--- src/rtl/rob_commit.sv ---
// Retire controller at the ROB head: pops the two-entry head pair, writes results,
// and raises a one-cycle flush on exceptions or branch mispredicts (MIPS delay slot).
module rob_commit #(
  parameter logic [31:0] EXC_VECTOR = 32'hBFC0_0380,
  parameter int          CNT_WIDTH  = 32
) (
  input  logic                       clk,
  input  logic                       rst,
  input  logic                       rob_empty,
  input  logic [1:0]                 head_valid,
  input  logic [1:0]                 head_done,
  input  logic [1:0][4:0]            head_rd,
  input  logic [1:0][31:0]           head_value,
  input  logic [1:0][31:0]           head_pc,
  input  logic [1:0]                 head_exc,
  input  logic [1:0]                 head_mispredict,
  input  logic [1:0][31:0]           head_target,
  output logic                       pop,
  output logic [1:0]                 reg_we,
  output logic [1:0][4:0]            reg_waddr,
  output logic [1:0][31:0]           reg_wdata,
  output logic                       flush,
  output logic [31:0]                flush_pc,
  output logic [31:0]                epc,
  output logic [CNT_WIDTH-1:0]       retired_count
);

  localparam logic [1:0] ST_RUN     = 2'd0;
  localparam logic [1:0] ST_WAIT_DS = 2'd1;
  localparam logic [1:0] ST_FLUSH   = 2'd2;

  logic [1:0]           state_q, state_d;
  logic [31:0]          target_q, target_d;
  logic [1:0]           reg_we_q, reg_we_d;
  logic [1:0][4:0]      reg_waddr_q, reg_waddr_d;
  logic [1:0][31:0]     reg_wdata_q, reg_wdata_d;
  logic                 flush_q, flush_d;
  logic [31:0]          flush_pc_q, flush_pc_d;
  logic [31:0]          epc_q, epc_d;
  logic [CNT_WIDTH-1:0] count_q, count_d;

  logic       ready;
  logic [1:0] exc, mis, commit, commit_eff;

  always_comb begin
    // Exception/mispredict flags only mean something on real instructions.
    exc   = head_exc & head_valid;
    mis   = head_mispredict & head_valid;
    ready = !rob_empty && (!head_valid[0] || head_done[0]) && (!head_valid[1] || head_done[1]);
    pop   = ready && (state_q != ST_FLUSH);

    state_d    = state_q;
    target_d   = target_q;
    flush_d    = 1'b0;
    flush_pc_d = flush_pc_q;
    epc_d      = epc_q;
    commit     = 2'b00;

    case (state_q)
      ST_FLUSH: begin
        state_d = ST_RUN;
      end
      ST_WAIT_DS: begin
        // Slot 0 is the delay slot of the earlier branch; slot 1 is wrong-path.
        if (pop) begin
          flush_d = 1'b1;
          state_d = ST_FLUSH;
          if (exc[0]) begin
            epc_d      = head_pc[0];
            flush_pc_d = EXC_VECTOR;
          end else begin
            commit[0]  = 1'b1;
            flush_pc_d = target_q;
          end
        end
      end
      default: begin
        if (pop) begin
          if (exc[0]) begin
            epc_d      = head_pc[0];
            flush_pc_d = EXC_VECTOR;
            flush_d    = 1'b1;
            state_d    = ST_FLUSH;
          end else if (mis[0]) begin
            commit[0] = 1'b1;
            flush_d   = 1'b1;
            state_d   = ST_FLUSH;
            if (exc[1]) begin
              epc_d      = head_pc[1];
              flush_pc_d = EXC_VECTOR;
            end else begin
              commit[1]  = 1'b1;
              flush_pc_d = head_target[0];
            end
          end else if (exc[1]) begin
            commit[0]  = 1'b1;
            epc_d      = head_pc[1];
            flush_pc_d = EXC_VECTOR;
            flush_d    = 1'b1;
            state_d    = ST_FLUSH;
          end else if (mis[1]) begin
            commit   = 2'b11;
            target_d = head_target[1];
            state_d  = ST_WAIT_DS;
          end else begin
            commit = 2'b11;
          end
        end
      end
    endcase

    commit_eff  = commit & head_valid;
    reg_waddr_d = reg_waddr_q;
    reg_wdata_d = reg_wdata_q;
    for (int i = 0; i < 2; i++) begin
      reg_we_d[i] = commit_eff[i] && (head_rd[i] != 5'd0);
      if (reg_we_d[i]) begin
        reg_waddr_d[i] = head_rd[i];
        reg_wdata_d[i] = head_value[i];
      end
    end
    count_d = count_q + CNT_WIDTH'(commit_eff[0]) + CNT_WIDTH'(commit_eff[1]);
  end

  always_ff @(posedge clk) begin
    if (rst) begin
      state_q     <= ST_RUN;
      target_q    <= '0;
      reg_we_q    <= '0;
      reg_waddr_q <= '0;
      reg_wdata_q <= '0;
      flush_q     <= 1'b0;
      flush_pc_q  <= '0;
      epc_q       <= '0;
      count_q     <= '0;
    end else begin
      state_q     <= state_d;
      target_q    <= target_d;
      reg_we_q    <= reg_we_d;
      reg_waddr_q <= reg_waddr_d;
      reg_wdata_q <= reg_wdata_d;
      flush_q     <= flush_d;
      flush_pc_q  <= flush_pc_d;
      epc_q       <= epc_d;
      count_q     <= count_d;
    end
  end

  assign reg_we        = reg_we_q;
  assign reg_waddr     = reg_waddr_q;
  assign reg_wdata     = reg_wdata_q;
  assign flush         = flush_q;
  assign flush_pc      = flush_pc_q;
  assign epc           = epc_q;
  assign retired_count = count_q;

endmodule

--- config.mk ---
export PLATFORM = sky130hd
export DESIGN_NAME = rob_commit
export DESIGN_NICKNAME = d
export VERILOG_FILES = /design/src/rtl/rob_commit.sv
export SDC_FILE = /design/constraint.sdc
export NUM_CORES = 1
export LEC_CHECK = 0
export ABC_AREA = 1
export CAP_MARGIN = 15
export CORE_AREA = 2 2 149 151
export CTS_CLUSTER_SIZE = 40
export DETAILED_ROUTE_END_ITERATION = 12
export DIE_AREA = 0 0 151 153
export GPL_TIMING_DRIVEN = 1
export PLACE_DENSITY_LB_ADDON = 0.3
export SLEW_MARGIN = 20
export SYNTH_ARGS = -nofsm -noshare
export SYNTH_HDL_FRONTEND = slang
export SYNTH_SLANG_ARGS = --single-unit
--- constraint.sdc ---
create_clock -name clk -period 8 [get_ports clk]
set_clock_uncertainty 0.1 [all_clocks]
set_input_delay 1.2 -clock clk [delete_from_list [all_inputs] [get_ports clk]]
set_output_delay 1.2 -clock clk [all_outputs]
set_load 0.02 [all_outputs]
==> results of run 1 <==
## worst max path at each step
stage / cells after the start / endpoint / slack (ps) / startpoint
finish: 15 / retired_count[14]$_SDFF_PP0_ / 3420 / head_exc[0]
global route: 16 / retired_count[22]$_SDFF_PP0_ / 3150 / head_exc[0]
CTS: 15 / retired_count[14]$_SDFF_PP0_ / 3450 / head_exc[0]
detailed placement: 15 / retired_count[14]$_SDFF_PP0_ / 2930 / head_exc[0]
global placement: 16 / retired_count[30]$_SDFF_PP0_ / 3060 / head_exc[0]
floorplan: 16 / retired_count[22]$_SDFF_PP0_ / 4310 / rob_empty
## metrics by stage
step                      setup WS (ps)  std cells
after floorplan                    4310       1332
after global placement             3060       1914
after detailed placement           2930       1914
after CTS                          3450       1954
after global routing               3150       1959
final                              3420       1959
## critical path, delay by kind of cell
kind,cells,cell delay [ps]
simple gates,9,1870
fa+ha+maj,2,670
buf+inv,3,970
compound gates,1,170
## cell families (layout without fill, tap and decap cells)
group / count (synthesis) / in the layout / share of synthesized area, %
buffers and inverters: 164 / 507 / 7.81
AO/OA/AOI/OAI: 198 / 198 / 11.0
AND/OR/NAND/NOR: 758 / 758 / 35.5
other: 0 / 4 / 0
XOR/XNOR: 1 / 1 / 0.0951
flip-flops: 207 / 207 / 45.0
adder cells (fa/ha/maj): 4 / 4 / 0.625
## sequential cells by signal (all words and copies together) (netlist names)
signal         cells
retired_count     32
reg_wdata         64
flush              1
target_q          32
epc               32
reg_waddr         10
state_q            2
reg_we             2
flush_pc          32
## layout make-up
| cell class | count | area (µm²) |
|---|---|---|
| Fill cell | 1906 | 7570 |
| Multi-Input combinational cell | 961 | 4380 |
| Sequential cell | 207 | 4140 |
| Timing Repair Buffer | 399 | 3970 |
| Clock buffer | 27 | 611 |
| Tap cell | 280 | 350 |
| Inverter | 68 | 255 |
| Clock inverter | 13 | 194 |
| Antenna cell | 4 | 10.0 |
## report_power, final
| part | leakage, µW | switching (µW) | internal, µW |
|---|---|---|---|
| Combinational | 0.00292 | 315 | 241 |
| Clock | 0.000402 | 431 | 705 |
| Sequential | 0.00168 | 26.5 | 1080 |
## cell usage after synthesis
library cell / instances
inv_1: 63
inv_2: 5
o21a_1: 3
xor2_1: 1
nand2_1: 329
nand4_1: 104
fa_1: 1
nor3_1: 1
nand3_1: 99
o21ai_1: 3
nand2_2: 2
o21ai_0: 58
a21oi_4: 1
nor4_1: 1
buf_2: 32
nand3_2: 1
dfxtp_1: 207
nor3_2: 1
nor3_4: 1
buf_4: 13
nor2_2: 5
buf_1: 12
buf_6: 2
nor2_1: 214
clkbuf_1: 37
a21oi_1: 133
ha_1: 3
## routing by layer
| metal | track usage (%) | wire length [µm] | vias to the layer above |
|---|---|---|---|
| met5 | 0 | 0 | - |
| met4 | 12.1 | 1300 | 0 |
| met3 | 9.07 | 3430 | 82 |
| met2 | 44.9 | 15500 | 422 |
| met1 | 30.8 | 12600 | 4679 |
| li1 | - | - | 5051 |
==> results.yml, run 1 <==
placed_design:
  gp_congestion: 0.920
  io_buffers: 386
  dpl.hpwl_um: 22600
  post_dp_cell_area_um2: 13100
critical_path:
  reg2reg_depth: 9
  rrSetupSlack_ps: 3950
  r2r_start: "state_q[0]$_SDFFE_PP0P_"
  cp_max_fo: 39
  critPathKind: "input port to flip-flop"
  cp_data_arrival_time_ps: 4910
  cpMostUsedCell: "nand2_1"
  worstPathRequired_ps: 8330
  cp_cell_sequence: "clkdlybuf4s50_1, nand2_2, nand2_2, nor2_2, buf_4, nand2_1, fa_1, inv_1, ha_1, nand2_1, nor2_2, nand2_1, nor2_1, nand2_1, a21oi_1"
  end_kind: "flip-flop"
  max_stage_delay_ps: 690
  critPathSlowestCell: "nand2_2"
  r2r-end: "reg_waddr[4]$_SDFFE_PP0P_"
  startpoint_type: "input port"
timing:
  period_share_pct: 57.3
  final_max_slew_viol_count: 0
  setup_viol: 0
  hold_ws_ps: 360
  worst_pin_slew_ps: 971
  period_minus_slack_ps: 4580
  hold_viol_final: 0
  rsz0062_at_grt: "no"
  fmax_mhz: 218
  slew_headroom_pct: 35.3
  finalSetupTns_ps: 0
routing:
  vias_per_cell: 5.22
  drc_errors: 0
  wire_per_inst_um: 16.8
  initialDrtViolationCount: 685
  drt_wl_total_um: 32800
  ant_nets: 0
  dr.pass1.iters: 5
  routed-via-count: 10200
power:
  p_per_area_nw_per_um2: 201
  vdd_ir_drop_max_mv: 0.152
  total_power_uw: 2800
  leakagePower_uw: 0.00500
clock_tree:
  hold_buffers: 0
  cts-root-buf: "clkbuf_16"
  h-tree-depth: 1
  numCtsBuffers: 23
  cts_setup_buffers: 0
  cts_resized: 0
  clkTransAtPathRegs_ps: 60
  cts.sinks: 207
  clock_latency_ps: 500
  clockBufferDepth: 3
  cts_tree: "done"
grt:
  antenna_found_initial: 4
  grt_pass1_wl_um: 50100
  grt_max_degree: 90
  grt_use_total_pct: 26.8
  grt-ovfl-total: 0
  grt_pass1_vias: 9784
layout:
  drive_above_1_share_pct: 4.42
  fin_nets: 1877
  mostFrequentLayoutCells: "clkdlybuf4s50_1 (385), nand2_1 (327), nor2_1 (213), dfxtp_1 (207), a21oi_1 (133)"
  area_growth_syn_to_layout_pct: 51.0
  mostFrequentLayoutCell: "clkdlybuf4s50_1"
  utilization_pct: 64.7
  postLayoutCellArea_um2: 13900
die:
  start_util_pct: 42.9
  io_pins: 387
  die_area_um2: 23100
  dieWidth_um: 151
  die_h_um: 153
  row_count: 54
  core_um2: 21500
worst_hold_path:
  min_path_cells: 2
  hold_end: "reg_wdata[25]$_SDFFE_PP0P_"
  hp-class: "flip-flop to flip-flop"
  worstHoldStart: "reg_wdata[25]$_SDFFE_PP0P_"
synth:
  netlist_top_cells_area: "dfxtp_1 (45%), nand2_1 (13%), nor2_1 (8.7%), a21oi_1 (7.2%), nand4_1 (7.1%)"
  synth_cell_types: 27
  ys_warn_count: 0
  synth_top_area_share_pct: 45.0
  synth_area_um2: 9220
  yosysSeqAreaShare_pct: 45.0
  ys_ff_latch: 207
  syn_area_per_cell_um2: 6.92
  synth.largest_area_cell: "dfxtp_1"
  syn-num-nets: 1549
  synthCells: 1332
status:
  status: "complete, no violations"
job:
  cap_viol_max_count: 0
Power figures use the tool's default switching activity.
==> run 2: changes to the inputs <==
- CORE_AREA: 2 2 149 151 -> unset
- CORE_MARGIN: unset -> 2
- CORE_UTILIZATION: unset -> 39
- DIE_AREA: 0 0 151 153 -> unset
- clock period: 8 -> 3.9 ns (I/O delays scaled with it)
==> run 2 against run 1 <==
Net effect:
- sequential power is 100% higher
- non-clock buffer count is 11 higher
- first-iteration DRC count is 8.6% higher
- cell count is 2.7% higher
- critical endpoint is now pop
==> results.yml, run 2 (synthesized netlist as in run 1, its figures left out) <==
power:
  p_comb_share_pct: 19.6
  internal_power_uw: 4240
  clockPowerShare_pct: 41.4
  seqPwrFrac_pct: 38.9
  leakagePower_uw: 0.00508
  p_sw_share_pct: 27.5
  p_per_area_nw_per_um2: 414
  vdd_ir_drop_max_mv: 0.315
  p_sw_uw: 1600
critical_path:
  startpoint_type: "flip-flop"
  max_stage_delay_ps: 720
  r2r-end: "retired_count[12]$_SDFF_PP0_"
  crit_family: "buffers and inverters"
  critPathLaunch: "state_q[0]$_SDFFE_PP0P_"
  critPathKind: "flip-flop to output pin"
  cp_cell_sequence: "inv_1, ha_1, nor2_1, nand2_1, nor2_4, buf_4, clkdlybuf4s50_1"
  cp_max_fo: 49
  path_depth: 7
  end_kind: "output pin"
  cp_data_arrival_time_ps: 2810
  reg2reg_depth: 15
  worstPathRequired_ps: 3210
  r2r_start: "state_q[0]$_SDFFE_PP0P_"
  rrSetupSlack_ps: 810
  cp_num_buf_inv: 3
  critPathSlowestCell: "clkdlybuf4s50_1"
routing:
  routed-via-count: 10300
  drt_wl_total_um: 32800
  drc_errors: 0
  initialDrtViolationCount: 744
  ant_nets: 0
  wire_per_inst_um: 16.3
  dr.pass1.iters: 5
  vias_per_cell: 5.11
timing:
  setup_viol: 0
  hold_ws_ps: 281
  rsz0062_at_grt: "no"
  fmax_mhz: 286
  final_max_slew_viol_count: 0
  finalSetupTns_ps: 0
  worst_pin_slew_ps: 816
  slew_headroom_pct: 45.6
  hold_viol_final: 0
  period_share_pct: 89.5
  period_minus_slack_ps: 3490
layout:
  fillers: 2141
  multi_input_area_um2: 4380
  mostFrequentLayoutCell: "clkdlybuf4s50_1"
  utilization_pct: 60.5
  postLayoutCellArea_um2: 14100
  drive_above_1_share_pct: 5.09
  fin_nets: 1890
  area_growth_syn_to_layout_pct: 53.2
  largest_register_ffs: 64
  seqCellArea_um2: 4140
  mostFrequentLayoutCells: "clkdlybuf4s50_1 (385), nand2_1 (329), nor2_1 (213), dfxtp_1 (207), a21oi_1 (133)"
  final_cells: 2012
worst_hold_path:
  min_path_cells: 2
  worstHoldStart: "rst"
  hp-class: "input port to flip-flop"
  hold_end: "reg_wdata[14]$_SDFFE_PP0P_"
clock_tree:
  cts_tree: "done"
  numCtsBuffers: 25
  cts.sinks: 207
  cts_setup_buffers: 0
  cts_resized: 0
  clock_latency_ps: 500
  hold_buffers: 0
  clkTransAtPathRegs_ps: 60
  h-tree-depth: 1
  cts-root-buf: "clkbuf_16"
  clockBufferDepth: 3
grt:
  grt_pass1_vias: 9661
  antenna_found_initial: 3
  grt_pass1_wl_um: 49900
  grt_use_total_pct: 24.9
  grt_max_degree: 73
  grt-ovfl-total: 0
die:
  start_util_pct: 39.5
  io_pins: 387
  die_h_um: 158
  row_count: 56
  die_area_um2: 24900
  core_um2: 23300
  dieWidth_um: 158
placed_design:
  dpl.hpwl_um: 23000
  post_dp_cell_area_um2: 13200
  io_buffers: 386
  dp_cells: 1965
  gp_congestion: 0.924
job:
  cap_viol_max_count: 0
status:
  status: "complete, no violations"
## run 2: cell types whose count changed in the layout (fill, tap and decap cells not counted), sizes merged
cell / change
buf: +11
clkbuf: +9
clkinv: -4
bufinv: -2
diode: -2
clkinvlp: +1
inv: +1
## run 2: cell type report
class	count	area share, %
antenna	2	0.0355
inverter	68	1.83
sequential	207	29.4
timing repair buffer	410	28.8
clock buffer	36	5.22
clock inverter	9	0.913
tap	319	2.83
multi-input combinational	961	31.0
## run 2: per-layer routing
| layer | vias up | global-route usage (%) | part of all wire (%) |
|---|---|---|---|
| met5 | - | 0 | 0.049 |
| met4 | 2 | 8.27 | 2.9 |
| met3 | 71 | 8.81 | 11 |
| met2 | 426 | 42.5 | 47 |
| met1 | 4703 | 28.9 | 40 |
| li1 | 5073 | - | - |
## run 2: worst max-delay path by stage
stage / end / slack [ps]
global placement: retired_count[28]$_SDFF_PP0_ / 470
finish: pop / 410
CTS: pop / 370
detailed placement: retired_count[12]$_SDFF_PP0_ / 360
floorplan: retired_count[22]$_SDFF_PP0_ / 820
global route: pop / 290
## run 2: worst register-to-register path, delay by kind of cell (launching register included)
| kind | cells | cell delay, ps |
|---|---|---|
| AND/OR/NAND/NOR | 8 | 1220 |
| adder cells (fa/ha/maj) | 3 | 900 |
| flip-flops | 1 | 350 |
| AO/OA/AOI/OAI | 2 | 240 |
| buffers and inverters | 2 | 190 |
## run 2: power groups by stage
| stage | logic, µW | registers [µW] | clock network (µW) |
|---|---|---|---|
| 6_report | 1150 | 2270 | 2420 |
| 5_1_grt | 1240 | 2290 | 2560 |
| 2_1_floorplan | 484 | 2430 | 0 |
| 3_5_place_dp | 1140 | 2320 | 0 |
| 4_1_cts | 1150 | 2270 | 2470 |
| 3_3_place_gp | 1140 | 2310 | 0 |
## run 2: metrics by stage
stage                     worst slack [ps]  power (µW)
after CTS                              374        5900
after global routing                   288        6090
after global placement                 472        3450
after floorplan                        824        2920
final                                  410        5840
after detailed placement               358        3460
